==> src/rtl/video_mem_scheduler.sv <==
// video_mem_scheduler: time-division arbiter for the single-port pixel RAM.
// Scanout reads always win. Two writers share the blanking time round-robin,
// and a short guard band ahead of every visible line keeps writes out of
// scanout's way.
module video_mem_scheduler #(
  parameter int H_VISIBLE = 640,
  parameter int H_TOTAL   = 800,
  parameter int V_VISIBLE = 480,
  parameter int V_TOTAL   = 525,
  parameter int GUARD     = 2,
  parameter int ADDR_W    = 13,
  parameter int DATA_W    = 8
) (
  input  logic              i_clk,
  input  logic              i_rst,
  input  logic [9:0]        i_hpos,
  input  logic [9:0]        i_vpos,
  input  logic              i_rd_req,
  input  logic [ADDR_W-1:0] i_rd_addr,
  output logic [DATA_W-1:0] o_rd_data,
  output logic              o_rd_valid,
  input  logic              i_wr0_valid,
  input  logic [ADDR_W-1:0] i_wr0_addr,
  input  logic [DATA_W-1:0] i_wr0_data,
  output logic              o_wr0_ready,
  input  logic              i_wr1_valid,
  input  logic [ADDR_W-1:0] i_wr1_addr,
  input  logic [DATA_W-1:0] i_wr1_data,
  output logic              o_wr1_ready,
  output logic [ADDR_W-1:0] o_mem_addr,
  output logic              o_mem_we,
  output logic [DATA_W-1:0] o_mem_wdata,
  input  logic [DATA_W-1:0] i_mem_rdata,
  output logic [1:0]        o_state,
  output logic              o_frame_start
);

  typedef enum logic [1:0] {
    ST_BLANK  = 2'b00,
    ST_GUARD  = 2'b01,
    ST_ACTIVE = 2'b10
  } state_t;

  // Window boundaries sized to the counter width.
  localparam logic [9:0] H_VIS_L      = 10'(H_VISIBLE);
  localparam logic [9:0] H_PRE_L      = 10'(H_TOTAL - GUARD);
  localparam logic [9:0] V_VIS_L      = 10'(V_VISIBLE);
  localparam logic [9:0] V_LAST_VIS_L = 10'(V_VISIBLE - 1);
  localparam logic [9:0] V_LAST_L     = 10'(V_TOTAL - 1);

  state_t state_reg, state_next;
  logic   rr_reg, rr_next;          // last granted writer: 0 = wr0, 1 = wr1
  logic   rd_valid_reg;
  logic   frame_start_reg, frame_start_next;
  logic   visible, pre;
  logic   grant0, grant1;

  // Next state, frame-start detect and arbitration for the current cycle.
  always_comb begin
    visible          = (i_vpos < V_VIS_L) && (i_hpos < H_VIS_L);
    // The last visible line is followed by vertical blanking, so it never
    // needs a guard; the final line of the frame guards line 0.
    pre              = (i_hpos >= H_PRE_L) &&
                       ((i_vpos < V_LAST_VIS_L) || (i_vpos == V_LAST_L));
    state_next       = ST_BLANK;
    if (visible)
      state_next = ST_ACTIVE;
    else if (pre)
      state_next = ST_GUARD;
    frame_start_next = (state_next == ST_GUARD) && (state_reg != ST_GUARD) &&
                       (i_vpos == V_LAST_L);

    grant0      = 1'b0;
    grant1      = 1'b0;
    o_mem_addr  = '0;
    o_mem_we    = 1'b0;
    o_mem_wdata = '0;
    // Hold the memory port idle while reset is asserted.
    if (!i_rst) begin
      if (i_rd_req) begin
        o_mem_addr = i_rd_addr;
      end else if (state_reg == ST_BLANK) begin
        if (i_wr0_valid && i_wr1_valid) begin
          grant0 = rr_reg;
          grant1 = !rr_reg;
        end else begin
          grant0 = i_wr0_valid;
          grant1 = i_wr1_valid;
        end
        if (grant0) begin
          o_mem_addr  = i_wr0_addr;
          o_mem_wdata = i_wr0_data;
          o_mem_we    = 1'b1;
        end else if (grant1) begin
          o_mem_addr  = i_wr1_addr;
          o_mem_wdata = i_wr1_data;
          o_mem_we    = 1'b1;
        end
      end
    end
    o_wr0_ready = grant0;
    o_wr1_ready = grant1;
    rr_next     = grant1 ? 1'b1 : (grant0 ? 1'b0 : rr_reg);
  end

  // Window state, round-robin pointer, read-valid pipe and frame pulse.
  always_ff @(posedge i_clk or posedge i_rst) begin
    if (i_rst) begin
      state_reg       <= ST_BLANK;
      rr_reg          <= 1'b0;
      rd_valid_reg    <= 1'b0;
      frame_start_reg <= 1'b0;
    end else begin
      state_reg       <= state_next;
      rr_reg          <= rr_next;
      rd_valid_reg    <= i_rd_req;
      frame_start_reg <= frame_start_next;
    end
  end

  // The RAM returns data one cycle after the address, lining up with the
  // registered request; the data bus is forced to zero when not valid.
  assign o_rd_valid    = rd_valid_reg;
  assign o_rd_data     = rd_valid_reg ? i_mem_rdata : '0;
  assign o_state       = state_reg;
  assign o_frame_start = frame_start_reg;

endmodule

==> config.mk <==
export PLATFORM = sky130hd
export DESIGN_NAME = video_mem_scheduler
export DESIGN_NICKNAME = d
export VERILOG_FILES = /design/src/rtl/video_mem_scheduler.sv
export SDC_FILE = /design/constraint.sdc
export NUM_CORES = 1
export LEC_CHECK = 0
export ABC_CLOCK_PERIOD_IN_PS = 1500
export CORE_ASPECT_RATIO = 1.1
export CORE_MARGIN = 2
export CORE_UTILIZATION = 19
export CTS_BUF_LIST = sky130_fd_sc_hd__clkbuf_8
export DETAILED_ROUTE_END_ITERATION = 8
export GPL_TIMING_DRIVEN = 0
export PLACE_DENSITY_LB_ADDON = 0.1
export SLEW_MARGIN = 40
export SYNTH_ARGS = -nofsm -noshare
export SYNTH_HDL_FRONTEND = slang
export SYNTH_SLANG_ARGS = --single-unit
==> constraint.sdc <==
create_clock -name i_clk -period 1.5 [get_ports i_clk]
set_input_delay 0.15 -clock i_clk [delete_from_list [all_inputs] [get_ports i_clk]]
set_output_delay 0.15 -clock i_clk [all_outputs]
set_load 0.02 [all_outputs]
## Word level (Yosys, flattened, before mapping)

Index checks and enable logic that the tools add are counted.

| cells by class | value |
|---|---|
| order comparisons | 4 |
| eq/ne operators | 3 |
| multiplexer cells | 34 |
| reduce and logical (&&, ||, !) cells | 9 |

Operators with widths:

| cell | count |
|---|---|
| $mux 13 | 5 |
| $mux 8 | 6 |
| $mux 1 | 22 |
| $lt 10x9->1 const B | 2 |
| $eq 10x10->1 const B | 1 |
| $ge 10x10->1 const B | 1 |
| $lt 10x10->1 const B | 1 |
| $logic_and 1x1->1 | 5 |
| $eq 2x1->1 const B | 1 |
| $logic_not 2->1 | 1 |
| $mux 2 | 1 |
| $ne 2x1->1 const B | 1 |
| $reduce_bool 2->1 | 1 |
| $logic_not 1->1 | 1 |
| $logic_or 1x1->1 | 1 |

| word-level totals | value |
|---|---|
| register bits | 5 |
| bits of input ports | 88 |
| output and inout port bits | 36 |
| logic and storage cells | 54 |

## Logic depth before layout (Yosys ltp)

Gate-level depths: netlist of the first run.

| depth | value |
|---|---|
| depth after elaboration | 10 |
| gate-level depth with buffers | 4 |
| mapped depth without buffers | 3 |

## Worst setup path before layout of the first run

No wires, ideal clock.

| timing path | value |
|---|---|
| path type | register to output |
| from | register state_reg[1], in the netlist o_state[1] |
| to | output port o_mem_addr[0] |
| data arrival time | 1.747 ns |
| required time | 1.350 ns |
| path slack | -0.397 ns |
| stages on the path, launching flop included | 4 |
| buffers on the path | 1 |
| cell sequence | dfrtp_1 > or4_4 > clkbuf_1 > o21ai_0 |

| on the way | value |
|---|---|
| longest elaborated chain between the ends | 4 |

RTL lines:

| item | RTL line | source |
|---|---|---|
| start, declared | 51 | `state_t state_reg, state_next;` |
| start signal, assigned | 114 | `state_reg <= state_next;` |
| $logic_not 2->1 | 82 | `end else if (state_reg == ST_BLANK) begin` |
| $mux 13 | 82 |  |
| $mux 13 | 80 | `if (i_rd_req) begin` |
| $mux 13 | 79 | `if (!i_rst) begin` |
| end, declared | 30 | `output logic [ADDR_W-1:0] o_mem_addr,` |

No other way between the ends.

## Worst setup path in the final report of the first run

| timing path | value |
|---|---|
| from | register state_reg[0], in the netlist o_state[0] |
| to | output port o_mem_wdata[0] |

| on the way | value |
|---|---|
| longest elaborated chain between the ends | 4 |

RTL lines:

| item | RTL line | source |
|---|---|---|
| $logic_not 2->1 | 82 |  |
| $mux 8 | 82 |  |
| $mux 8 | 80 |  |
| $mux 8 | 79 |  |
| end, declared | 32 | `output logic [DATA_W-1:0] o_mem_wdata,` |

No other way between the ends.

==> results.json, run 1 <==
{
  "place.gp.congestion": 0.659,
  "fmax_mhz": 495,
  "power_density_nw_per_um2": 454,
  "p_int_uw": 720,
  "grt_max_degree": 11,
  "status": "finished, violations left",
  "area_delta_synth_final_pct": 241,
  "period_needed_ns": 2.02,
  "p_clk_share_pct": 22.4,
  "rows": 22,
  "start_util_pct": 20.2,
  "syn-num-nets": 181,
  "post_drt_wl_per_cell_um": 14.7,
  "seq_area_frac_synth_pct": 18.1,
  "hp-class": "input port to async pin",
  "drc": 0,
  "cts_buffer_depth": 2,
  "most-common-layout-cells": "clkdlybuf4s50_1 (90), buf_6 (18), nand2_1 (13)",
  "num_vias": 1333,
  "wirelength_mm": 4.08,
  "netSwitchingPower_uw": 350,
  "fp.coreArea_um2": 3410,
  "yosysUniqueCellTypes": 25,
  "drtAntennaViolNets": 0,
  "path_clk_slew_ns": 0.04,
  "endpoint_kind": "output pin",
  "finClkSkew_ns": 0.00603,
  "syn_area_per_cell_um2": 7.43,
  "ys_seq_elements": 5,
  "die_width_um": 61.5,
  "io_pins": 124,
  "design_power_total_mw": 1.07,
  "antenna_found_initial": 0,
  "power.share.switching_pct": 32.7,
  "cts_tree": "yes",
  "io_buffer_count": 122,
  "hold_violations": 0,
  "htree_levels": 1,
  "clkSinkCount": 5,
  "dpl.cell_count": 263,
  "dr.pass1.iters": 5,
  "seqPwrFrac_pct": 14.7,
  "arrival_ns": 1.87,
  "layout_commonest_cell": "clkdlybuf4s50_1",
  "final_cells": 277,
  "worst_slack_ns": -0.521,
  "yosys_warnings": 0,
  "numCtsBuffers": 3,
  "final_layout_size_suffix_gt1_share_pct": 31.9,
  "grt_pass1_vias": 1257,
  "n_antenna_cell": 0,
  "required_ns": 1.35,
  "slew_viol_final": 0,
  "grt.overflow.total": 0,
  "holdWs_ns": 0.203,
  "hpwl_mm": 3.17,
  "routed_via_density": 4.81,
  "drv_cap": 0,
  "synthCells": 93,
  "grt_use_total_pct": 18.6,
  "maxSlewHeadroom_pct": 77.6,
  "violations": "negative setup slack",
  "peakVddDrop_v": 0.000473,
  "dieArea_um2": 4130,
  "p_comb_share_pct": 62.9,
  "hold_buffers": 0,
  "crit_fanout": 5,
  "fin_crit_sh_pct": 135,
  "nets": 318,
  "rsz0062_at_grt": "true",
  "setup_viol_count_final": 25,
  "leakagePower_nw": 0.957,
  "criticalPathCategory": "register to output pin",
  "largest_reg_flops": 2,
  "synth_area_um2": 691,
  "insertion_delay_ns": 0.22,
  "root_buffer": "clkbuf_8",
  "drtIter0Drc": 33,
  "cp-start-kind": "register",
  "die_h_um": 67.2,
  "r2r_start": "o_state[0]",
  "post-route-util_pct": 69.1,
  "cp-startpoint": "o_state[0]",
  "grt_pass1_wl_mm": 5.87,
  "worst_pin_slew_ns": 0.333
}
-- through the flow --
stage	setup TNS, ns	area, um^2	setup slack, ns
global placement	-22.08	2160	-0.977
global route	-13.11	2360	-0.571
floorplan	-4.01	878	-0.217
CTS	-12.05	2350	-0.537
finish	-11.86	2360	-0.521
detailed placement	-22.62	2160	-1.01
-- logic make-up after synthesis --
kind of cell | Yosys count | synth area share, %
compound gates | 40 | 41.8
simple gates | 39 | 33.5
buf+inv | 9 | 6.52
flops | 5 | 18.1
-- what timing repair did --
action                     in CTS  in global routing
setup endpoints to repair      33                 25
cloned                          2                  0
resized for setup             136                 12
pin swaps                       4                  5
setup buffers                   7                  2
-- cell type report --
cell class / instances / area [um^2]
clock buffers: 3 / 41.3
well taps: 48 / 60.1
flip-flops and latches: 5 / 129
plain buffers: 7 / 60.1
clock inverters: 1 / 3.75
repair buffers: 132 / 1340
fillers: 290 / 1050
multi-input cells: 79 / 722
inverters: 2 / 7.51
-- power groups by stage --
stage	registers [mW]	logic (mW)	clock network (mW)
5_1_grt	0.159	0.717	0.253
3_5_place_dp	0.158	0.632	0
2_1_floorplan	0.161	0.260	0
3_3_place_gp	0.157	0.619	0
6_report	0.157	0.674	0.239
4_1_cts	0.156	0.668	0.247
-- worst paths after layout --
| path | depth (start not counted) | slack, ns | to |
|---|---|---|---|
| max | 6 | -0.52 | o_mem_wdata[0] |
| min | 2 | 0.20 | rr_reg |
| max reg2reg | 5 | -0.05 | rr_reg |
| min reg2reg | 2 | 0.64 | rr_reg |
| max in group asynchronous | 2 | 1.10 | o_state[0] |
| min in group i_clk | 1 | 0.45 | o_rd_valid |
-- cell usage after synthesis --
cell type,number,share of area [%]
o21ai_0,15,11
nand2_1,13,7.1
a32oi_1,12,15
and2_1,10,9.1
a22o_1,8,10
clkbuf_1,5,2.7
dfrtp_1,5,18
nand4_1,4,3.6
inv_1,2,1.1
nand2b_1,2,1.8
nor2b_1,2,1.8
nor3_1,2,1.4
a21boi_1,1,1.1
a21o_1,1,1.1
a21oi_1,1,0.72
a221o_1,1,1.4
a41oi_1,1,1.3
buf_4,1,1.1
buf_6,1,1.6
nor2b_2,1,1.3
nor3b_4,1,2.7
nor4_1,1,0.91
nor4b_1,1,1.3
or2_1,1,0.91
or4_4,1,1.6
-- critical path, cell delays in order (launching register included) --
cell and delay [ns]:
dfrtp_2 0.39, or4_4 0.60, nor2b_4 0.16, buf_4 0.15, buf_8 0.12, a22o_4 0.13, buf_6 0.10
-- metal layers --
| layer | part of all wire (%) | global-route usage [%] |
|---|---|---|
| met5 | 0 | 0 |
| met4 | 1.5 | 5.32 |
| met3 | 7.8 | 4.02 |
| met2 | 56 | 34.3 |
| met1 | 34 | 20.9 |
Note: power is estimated with default switching activity, not from simulation.
==> run 2, diff against run 1 <==
--- a/config.mk
+++ b/config.mk
@@ -11,7 +11,7 @@
 export CORE_UTILIZATION = 19
 export CTS_BUF_LIST = sky130_fd_sc_hd__clkbuf_8
 export DETAILED_ROUTE_END_ITERATION = 8
-export GPL_TIMING_DRIVEN = 0
+export MAX_ROUTING_LAYER = met4
 export PLACE_DENSITY_LB_ADDON = 0.1
 export SLEW_MARGIN = 40
 export SYNTH_ARGS = -nofsm -noshare
==> run 2 against run 1 <==
Via count shrank 3.9%. Register-to-register slack lost 0.07 ns. Routed wire length shrank 4.3%. Clock skew shrank 0.0042 ns. The flow still finishes with violations (negative setup slack). Highest routed layer unchanged. Combinational power grew 1%. Die area is the same. Maximum frequency shrank 0.39%. Sequential power is essentially flat. Sequential cell count is the same. Sequential share of layout area is essentially flat.
==> results.json, run 2 (synthesized netlist as in run 1, its figures left out) <==
{
  "status": "finished, violations left",
  "violations": "negative setup slack",
  "multi_input_area_um2": 707,
  "grt_pass1_vias": 1314,
  "fin_crit_sh_pct": 135,
  "grt_max_degree": 13,
  "hold_violations": 0,
  "cts_buffer_depth": 2,
  "leakagePower_nw": 0.961,
  "insertion_delay_ns": 0.22,
  "use_met2_pct": 35.5,
  "cp-startpoint": "o_state[0]",
  "final_cells": 277,
  "r2r_cells": 6,
  "criticalPathCategory": "register to output pin",
  "finClkSkew_ns": 0.00181,
  "dr.pass1.iters": 4,
  "grt.overflow.total": 0,
  "io_pins": 124,
  "worst_slack_ns": -0.528,
  "setup_viol_count_final": 25,
  "use_met3_pct": 3.26,
  "use_met1_pct": 20.9,
  "maxSlewHeadroom_pct": 78.5,
  "num_vias": 1281,
  "dieArea_um2": 4130,
  "peakVddDrop_v": 0.000431,
  "numCtsBuffers": 3,
  "antenna_found_initial": 0,
  "grt_pass1_wl_mm": 5.85,
  "period_needed_ns": 2.03,
  "most-common-layout-cells": "clkdlybuf4s50_1 (90), buf_6 (16), nand2_1 (13)",
  "n_antenna_cell": 0,
  "n_fill_cell": 302,
  "clkSinkCount": 5,
  "start_util_pct": 20.2,
  "busiest_layer": "met2",
  "endpoint_kind": "output pin",
  "drc": 0,
  "grt_use_total_pct": 19.5,
  "crit_fanout": 10,
  "design_power_total_mw": 1.08,
  "path_clk_slew_ns": 0.03,
  "hpwl_mm": 3.27,
  "cp-start-kind": "register",
  "largest_reg_flops": 2,
  "die_width_um": 61.5,
  "post_drt_wl_per_cell_um": 14.1,
  "r2r_slack_ns": -0.12,
  "rsz0062_at_grt": "true",
  "rows": 22,
  "cts_tree": "yes",
  "fp.coreArea_um2": 3410,
  "layout_commonest_cell": "clkdlybuf4s50_1",
  "root_buffer": "clkbuf_8",
  "routed_via_density": 4.62,
  "die_h_um": 67.2,
  "drtIter0Drc": 25,
  "arrival_ns": 1.88,
  "htree_levels": 1,
  "worst_pin_slew_ns": 0.322,
  "place.gp.congestion": 0.685,
  "slew_viol_final": 0,
  "wirelength_mm": 3.90,
  "register_area_um2": 129,
  "fmax_mhz": 493,
  "r2r_end": "rr_reg",
  "required_ns": 1.35,
  "nets": 318,
  "power_density_nw_per_um2": 454,
  "hp-class": "input port to async pin",
  "io_buffer_count": 122,
  "drv_cap": 0,
  "final_layout_size_suffix_gt1_share_pct": 30.6,
  "drtAntennaViolNets": 0,
  "r2r_start": "o_state[0]",
  "area_delta_synth_final_pct": 244,
  "dpl.cell_count": 269
}
==> run 2: worst max path at each step <==
stage                     cells past startpoint  slack, ns              to
after global placement                        6      -0.91  o_mem_wdata[0]
after CTS                                     6      -0.55  o_mem_wdata[3]
final                                         4      -0.53  o_mem_addr[10]
after floorplan                               4      -0.22        o_mem_we
after global routing                          6      -0.60  o_mem_wdata[5]
after detailed placement                      6      -0.96  o_mem_wdata[3]
==> run 2: final cells by class <==
cell class                      instances  share of cell area [%]
Tap cell                               48                    2.53
Clock inverter                          1                   0.158
Clock buffer                            3                    1.74
Inverter                                2                   0.316
Multi-Input combinational cell         79                    29.7
Timing Repair Buffer                  139                    60.1
Sequential cell                         5                    5.42
==> run 2: what timing repair did <==
item                       4_1_cts  5_1_grt
pin swaps                        3        4
gates resized for setup        133        2
hold buffers                     0        0
setup endpoints to repair       32       25
buffers inserted                 3        1
gates cloned                     1        0
==> run 2: stage by stage <==
| stage | TNS, ns | hold WS (ns) | util (%) | setup slack, ns | instance area [um^2] |
|---|---|---|---|---|---|
| after CTS | -11.78 | 0.285 | 70.0 | -0.546 | 2390 |
| after floorplan | -4.01 | -0.0716 | - | -0.217 | 878 |
| final | -11.22 | 0.283 | 69.6 | -0.528 | 2380 |
| after detailed placement | -20.84 | 0.522 | 65.9 | -0.958 | 2250 |
| after global routing | -12.72 | 0.326 | 69.6 | -0.601 | 2380 |
| after global placement | -20.17 | 0.509 | 65.9 | -0.913 | 2250 |
==> run 2: critical path, stage by stage (launching register included) <==
cell and delay [ns]:
dfrtp_2 0.39, or4_4 0.56, buf_4 0.24, o21ai_0 0.18
clkdlybuf4s15_2 0.28
==> run 2: power by group <==
group	switching, mW	internal, mW
clock network	0.0648	0.175
registers	0.00964	0.148
logic	0.271	0.412
==> run 2: routing by layer <==
layer,routed length (um),up-vias
li1,-,641
met1,1450,578
met2,2160,58
met3,246,4
met4,48,0
met5,0,-
